### src/rtl/systolic_mmu_os.sv
// systolic_mmu_os: output-stationary SIZExSIZE systolic matmul (C=AxB) with skew buffers, start/done control, valid/ready operand stream and row drain; ports: clk, reset(active-low sync), start/k_len/signed_mode, a_valid/a_ready/a_col/b_row, busy, out_valid/out_ready/out_row/out_row_idx/out_last, done
module systolic_mmu_os #(
  parameter int SIZE = 3,
  parameter int BIT_WIDTH = 8,
  parameter int ACC_WIDTH = 24,
  parameter int K_MAX = 16,
  parameter int KW = $clog2(K_MAX + 1)
) (
  input  logic                          clk,
  input  logic                          reset,
  input  logic                          start,
  input  logic [KW-1:0]                 k_len,
  input  logic                          signed_mode,
  input  logic                          a_valid,
  output logic                          a_ready,
  input  logic [SIZE*BIT_WIDTH-1:0]     a_col,
  input  logic [SIZE*BIT_WIDTH-1:0]     b_row,
  output logic                          busy,
  output logic                          out_valid,
  input  logic                          out_ready,
  output logic [SIZE*ACC_WIDTH-1:0]     out_row,
  output logic [(SIZE>1 ? $clog2(SIZE) : 1)-1:0] out_row_idx,
  output logic                          out_last,
  output logic                          done
);
  localparam int RW = SIZE > 1 ? $clog2(SIZE) : 1;
  localparam int FW = $clog2(2 * SIZE + 1);
  typedef enum logic [1:0] {IDLE, LOAD, FLUSH, DRAIN} state_t;
  state_t state, nxt;
  logic [KW-1:0] k_lat, k_cnt;
  logic [FW-1:0] fl_cnt;
  logic [RW-1:0] r;
  logic sm, go, beat, last_beat, fl_end, drain_end, adv, clr;
  logic [BIT_WIDTH-1:0] a_w [SIZE][SIZE];
  logic [BIT_WIDTH-1:0] b_w [SIZE][SIZE];
  logic [ACC_WIDTH-1:0] acc [SIZE][SIZE];
  assign go = start && k_len != '0;
  assign beat = state == LOAD && a_valid;
  assign last_beat = beat && k_cnt == k_lat - 1'b1;
  assign fl_end = FW'(fl_cnt + 1'b1) == FW'(2 * SIZE - 2);
  assign drain_end = out_ready && r == RW'(SIZE - 1);
  // every beat and every flush cycle moves the whole array one step; otherwise it stalls
  assign adv = beat || state == FLUSH;
  assign clr = state == IDLE && go;
  assign a_ready = state == LOAD;
  assign busy = state != IDLE;
  assign out_valid = state == DRAIN;
  assign out_row_idx = r;
  assign out_last = state == DRAIN && r == RW'(SIZE - 1);
  always_comb begin
    nxt = state;
    unique case (state)
      IDLE:    nxt = go ? LOAD : IDLE;
      LOAD:    nxt = last_beat ? (SIZE == 1 ? DRAIN : FLUSH) : LOAD;
      FLUSH:   nxt = fl_end ? DRAIN : FLUSH;
      DRAIN:   nxt = drain_end ? IDLE : DRAIN;
      default: nxt = IDLE;
    endcase
  end
  always_ff @(posedge clk) begin
    if (!reset) begin
      state <= IDLE;
      k_lat <= '0;
      k_cnt <= '0;
      fl_cnt <= '0;
      r <= '0;
      sm <= 1'b0;
      done <= 1'b0;
    end else begin
      state <= nxt;
      done <= state == DRAIN && drain_end;
      if (clr) begin
        k_lat <= k_len > KW'(K_MAX) ? KW'(K_MAX) : k_len;
        sm <= signed_mode;
      end
      k_cnt <= state == LOAD ? k_cnt + KW'(beat) : '0;
      fl_cnt <= state == FLUSH ? fl_cnt + 1'b1 : '0;
      r <= state == DRAIN ? (out_ready ? r + 1'b1 : r) : '0;
    end
  end
  genvar i, j;
  for (i = 0; i < SIZE; i++) begin : g_skew
    logic [BIT_WIDTH-1:0] a_inj, b_inj;
    // zeros enter the skew chains during flush
    assign a_inj = state == LOAD ? a_col[i*BIT_WIDTH +: BIT_WIDTH] : '0;
    assign b_inj = state == LOAD ? b_row[i*BIT_WIDTH +: BIT_WIDTH] : '0;
    if (i == 0) begin : g_direct
      assign a_w[0][0] = a_inj;
      assign b_w[0][0] = b_inj;
    end else begin : g_delay
      logic [BIT_WIDTH-1:0] sa [i];
      logic [BIT_WIDTH-1:0] sb [i];
      always_ff @(posedge clk) begin
        if (!reset || clr) begin
          sa <= '{default: '0};
          sb <= '{default: '0};
        end else if (adv) begin
          sa[0] <= a_inj;
          sb[0] <= b_inj;
          for (int d = 1; d < i; d++) begin
            sa[d] <= sa[d-1];
            sb[d] <= sb[d-1];
          end
        end
      end
      assign a_w[i][0] = sa[i-1];
      assign b_w[0][i] = sb[i-1];
    end
  end
  for (i = 0; i < SIZE; i++) begin : g_row
    for (j = 0; j < SIZE; j++) begin : g_pe
      logic [ACC_WIDTH-1:0] ea, eb;
      // extending operands to the accumulator width yields the wrapped signed/unsigned product directly
      assign ea = {{(ACC_WIDTH-BIT_WIDTH){sm & a_w[i][j][BIT_WIDTH-1]}}, a_w[i][j]};
      assign eb = {{(ACC_WIDTH-BIT_WIDTH){sm & b_w[i][j][BIT_WIDTH-1]}}, b_w[i][j]};
      always_ff @(posedge clk) begin
        if (!reset || clr) acc[i][j] <= '0;
        else if (adv) acc[i][j] <= acc[i][j] + ea * eb;
      end
      if (j > 0) begin : g_a
        always_ff @(posedge clk) begin
          if (!reset || clr) a_w[i][j] <= '0;
          else if (adv) a_w[i][j] <= a_w[i][j-1];
        end
      end
      if (i > 0) begin : g_b
        always_ff @(posedge clk) begin
          if (!reset || clr) b_w[i][j] <= '0;
          else if (adv) b_w[i][j] <= b_w[i-1][j];
        end
      end
    end
  end
  always_comb begin
    out_row = '0;
    for (int c = 0; c < SIZE; c++) out_row[c*ACC_WIDTH +: ACC_WIDTH] = acc[r][c];
  end
endmodule

### config.mk
export PLATFORM = sky130hd
export DESIGN_NAME = systolic_mmu_os
export DESIGN_NICKNAME = d
export VERILOG_FILES = /design/src/rtl/systolic_mmu_os.sv
export SDC_FILE = /design/constraint.sdc
export NUM_CORES = 2
export LEC_CHECK = 0
export ABC_AREA = 1
export CAP_MARGIN = 20
export CORE_MARGIN = 2
export CORE_UTILIZATION = 55
export CTS_CLUSTER_SIZE = 40
export DETAILED_ROUTE_END_ITERATION = 8
export PLACE_DENSITY = 0.72
export SLEW_MARGIN = 0
export SYNTH_ARGS = -nofsm -noshare
export SYNTH_HDL_FRONTEND = slang
export SYNTH_SLANG_ARGS = --single-unit
export TNS_END_PERCENT = 50
### constraint.sdc
create_clock -name clk -period 9 [get_ports clk]
set_input_delay 1.8 -clock clk [delete_from_list [all_inputs] [get_ports clk]]
set_output_delay 1.8 -clock clk [all_outputs]
set_load 0.03 [all_outputs]
; Word-level counts from Yosys, hierarchy flattened
; Memory sizes are Yosys's and may differ from the RTL's. A register that Yosys moved wholly into a read port is not among the register bits.
; Cells that the tools add are included.
[classes]
addsub = 13
multipliers = 9
n_div = 0
order_cmp = 1
eq_ne = 6
shift = 0
n_mux = 28
n_bitwise = 27
n_reduce_logical = 16
[op_table]
columns = cell, count
row1 = 24-bit adder, 9
row2 = 24-bit 2-to-1 mux, 9
row3 = 9-bit by 9-bit multiplier with 18-bit output, 9
row4 = 8-bit 2-to-1 mux, 6
row5 = 1-bit AND, 18
row6 = 1-bit OR, 9
row7 = 2-bit 2-to-1 mux, 4
row8 = 2-bit one-hot mux with 4 select lines, 1
row9 = 1-bit logical AND, 7
row10 = 1-bit 2-to-1 mux, 7
row11 = 2-bit equality test (second input constant), 3
row12 = 2-bit AND reduction, 3
row13 = 5-bit by 1-bit adder with 5-bit output, 1
row14 = 5-bit equality test, 1
row15 = 5-bit greater-than comparator (second input constant), 1
row16 = 5-bit 2-to-1 mux, 1
row17 = 5-bit nonzero test, 1
row18 = 5-bit by 1-bit subtractor with 5-bit output (second input constant), 1
row19 = 3-bit by 1-bit adder with 3-bit output (second input constant), 1
row20 = 3-bit equality test (second input constant), 1
row21 = 2-bit by 1-bit adder with 2-bit output (second input constant), 1
row22 = 2-bit by 1-bit equality test with 1-bit output (second input constant), 1
row23 = 2-bit zero test, 1
row24 = 1-bit logical OR, 2
row25 = other kinds (2), 2
[word_totals]
register_bits = 163
latch_bits = 0
mem_bits_rw = 216
rom_bits = 0
out_inout_bits = 79
word_cells = 126
n_memories = 1
[mem_list]
columns = name, depth, width, rd, rd_clocked_by_memory_dff, write_ports, line
row1 = acc, 3, 72, 4, 1, 3, 36  ; logic [ACC_WIDTH-1:0] acc [SIZE][SIZE];

; Depth between registers and ports, before layout
[logic_depth]
ltp_word = 7
ltp_mapped = 37

; Worst setup path after synthesis
; No wires, ideal clock.
[synth_path]
path_kind = input port to flip-flop
from = input port a_col[7]
to = memory acc[0][68] in the netlist's numbering (data pin)
arrival_ns = 7.366
path_slack_ns = 1.381
path_stages = 33
n_path_buf = 0
cell_sequence = inv_1 > nor2_2 > nand2_1 > nor2_1 > inv_1 > fa_1 > inv_1 > fa_1 > fa_1 > fa_1 > inv_1 > fa_1 > inv_1 > ha_1 > a21oi_1 > o21ai_0 > a21oi_1 > o21ai_0 > a21oi_1 > xor2_1 > inv_1 > ha_1 > nand2_1 > nor2_1 > inv_1 > nor2_1 > nand4_1 > nand3_1 > nand3_1 > nand3_1 > nand2_1 > nand2_1 > nor2_1
[synth_rtl]
columns = element, line
row1 = start: declaration, 16  ; input logic [SIZE*BIT_WIDTH-1:0] a_col,
row2 = end: declaration, 36

==> out/metrics.cfg <==
[detailed_routing]
detail-route-antenna-nets = 0
vias = 46457
drc = 0
wl_per_cell_um = 17.4
drt-total-wl_mm = 148
avgViaCountPerCell = 5.46
drt_iter0_markers = 3837
first_pass_iters = 6

[global_route]
grt_overflow_total = 0
grt_pass1_vias = 46327
grt_pass1_wl_mm = 240
grt_max_degree = 130
gr-usage-all-layers_pct = 29.5
antenna_found_initial = 5

[worst_setup_path]
crit_type = in -> reg
cp_slowest_cell = fa_1
cp.required_ns = 9.40
worst_path_most_repeated_cell = inv_1
cp_max_fo = 6
critPathLaunchType = primary input
endpoint_kind = flip-flop
r2r_slack_ns = 1.38
crit_arrival_ns = 8.66
cpPeakStageDelay_ns = 0.55

[sta]
fin_crit_sh_pct = 91.7
fin_hold_ws_ns = 0.471
setup_tns_ns = 0
max_freq_mhz = 121
rsz0062_at_grt = no
setup_violations = 0
slew_viol_final = 0
final.setup_skew_ns = 0.0386
hold_violations = 0
worst_pin_slew_ns = 0.989
period_minus_slack_ns = 8.25
maxSlewHeadroom_pct = 34.1

[clock_network]
cts_setup_buffers = 0
clockBufferDepth = 3
cts_tree = built
clk_pin_slew_ns = 0.06
hold_buffers = 0
clkLatencyLatePin_ns = 0.66
cts_htree_levels = 2
numClockSinks = 381
cts_resized = 0
cts_buffers = 52
root_buffer = clkbuf_16

[logic_synthesis]
synthesis.area_um2 = 54200
syn_inst = 7183
synth_cell_types = 53
synth_edf_count = 216
ys_ff_latch = 381
ys_top_cells_by_count = inv_1, nand2_1, fa_1
synth_ff_type = edfxtp_1
synth_nets = 8437
async_reset_ff_share_pct = 0
ys.warnings.count = 0
postSynthAreaPerCell_um2 = 7.54
synth_area_leaders = fa_1, ha_1, edfxtp_1
yosys.area.top_type = fa_1
synth_top_area_share_pct = 23.6
yosysSeqAreaShare_pct = 18.1
synth.most_common_cell = inv_1

[floorplan]
core_area_um2 = 98000
dieHeight_um = 318
die_w_um = 318
die_area_um2 = 101000
initial_core_util_pct = 55.3
pin_count = 138
rows = 115

[power]
p_per_area_nw_per_um2 = 85.3
ir_drop_mv = 0.138
leakage_nw = 29.9

[cells_and_area]
drive_gt1_share_pct = 1.93
area.growth.synth_to_final_pct = 7.40
final_net_count = 8430

[min_path]
worstHoldPathType = reg -> reg

[status]
status = finished, final reports clean

[placement]
gp_congestion = 0.942
numPortBuffers = 137
hpwl_mm = 120

[run]
drv_cap = 0

-- kinds of logic (layout without fill, tap and decap cells) --
| logic type | Yosys count | count (layout) | share of synthesized area, % |
|---|---|---|---|
| adder cells (fa/ha/maj) | 1195 | 1195 | 36.5 |
| flip-flops | 381 | 381 | 18.1 |
| XOR/XNOR | 143 | 143 | 2.31 |
| other | 0 | 3 | 0 |
| AND/OR/NAND/NOR | 2413 | 2413 | 17.9 |
| buffers and inverters | 1841 | 1875 | 12.9 |
| AO/OA/AOI/OAI | 1210 | 1210 | 12.3 |
-- final timing paths --
kind / endpoint / from / cells past startpoint
min reg2reg: a_w[22]$_SDFFE_PP0P_ / g_skew[2].g_delay.sa[14]$_SDFFE_PP0P_ / 2
max: acc[0][68]$_SDFFCE_PN0P_ / a_col[7] / 34
max reg2reg: acc[1][41]$_SDFFCE_PN0P_ / sm$_SDFFE_PN0P_ / 30
min: a_w[22]$_SDFFE_PP0P_ / g_skew[2].g_delay.sa[14]$_SDFFE_PP0P_ / 2
-- layer usage --
layer  track usage (%)  up-vias  share of wire, %
met5                 0        -                 0
met4              10.7        0               3.8
met3              3.76      260               6.2
met2              50.0     1392                48
met1              38.8    22281                42
li1                  -    22524                 -
-- sequential cells by signal (all words and copies together) (netlist names), named ones only --
register / cells
acc: 216
b_w: 56
g_skew.g_delay.sa: 16
fl_cnt: 3
done: 1
sm: 1
k_lat: 5
k_cnt: 5
a_w: 56
state: 2
out_row_idx: 2
g_skew.g_delay.sb: 16
-- area by class of cell --
cell class / instances / area, um2
clock buffer: 68 / 1520
inverter: 1618 / 6080
multi-input combinational: 4961 / 37400
antenna: 3 / 7.51
timing repair buffer: 162 / 1570
fill: 8989 / 39800
tap: 1287 / 1610
sequential: 381 / 9790
clock inverter: 27 / 210
-- report_power, final --
part | total [mW] | switching, mW | internal, mW
clock | 2.16 | 0.931 | 1.22
sequential | 2.02 | 0.0877 | 1.93
combinational | 0.785 | 0.528 | 0.257
-- worst max-delay path, delay by kind of cell --
family / cells / cell delay (ns)
AO/OA/AOI/OAI: 5 / 0.87
XOR/XNOR: 1 / 0.17
adder cells (fa/ha/maj): 7 / 3.24
buffers and inverters: 8 / 0.92
AND/OR/NAND/NOR: 13 / 1.63
-- layout by cell type (no fill, tap or decap), types with 6 or more instances in the layout --
cell type        count
fa_1               639
xnor2_1             61
a31oi_1             16
inv_1             1609
nand2_1           1468
clkinv_2             9
o211ai_1             7
o2111ai_1            9
o32ai_1              7
inv_2                7
ha_1               556
buf_4               24
o21bai_1            23
xor2_1              82
clkbuf_1             6
a21o_1              57
dfxtp_1            163
nor2_1             530
o22ai_1             92
nand3_1            290
nand3b_1            11
edfxtp_1           216
o21ai_1             81
clkbuf_16           57
a21oi_1            609
nand4_1             39
o21a_1              34
nor3_1              43
clkdlybuf4s50_1    137
a21boi_0            11
nor4_1              11
a211oi_1             7
o21ai_0            245
-- stage by stage --
| step | cells | power [mW] | utilization [%] | setup WS [ns] | cell area (um2) |
|---|---|---|---|---|---|
| after floorplan | 7183 | 2.54 | - | 1.38 | 54200 |
| after global placement | 8409 | 2.82 | 57.6 | 0.193 | 56400 |
| after detailed placement | 8409 | 2.83 | 57.6 | 0.151 | 56400 |
| after CTS | 8504 | 4.97 | 59.4 | 0.792 | 58200 |
| after global routing | 8506 | 5.13 | 59.4 | 0.204 | 58200 |
| final | 8507 | 4.96 | 59.4 | 0.747 | 58200 |
Note: power is estimated with default switching activity, not from simulation.
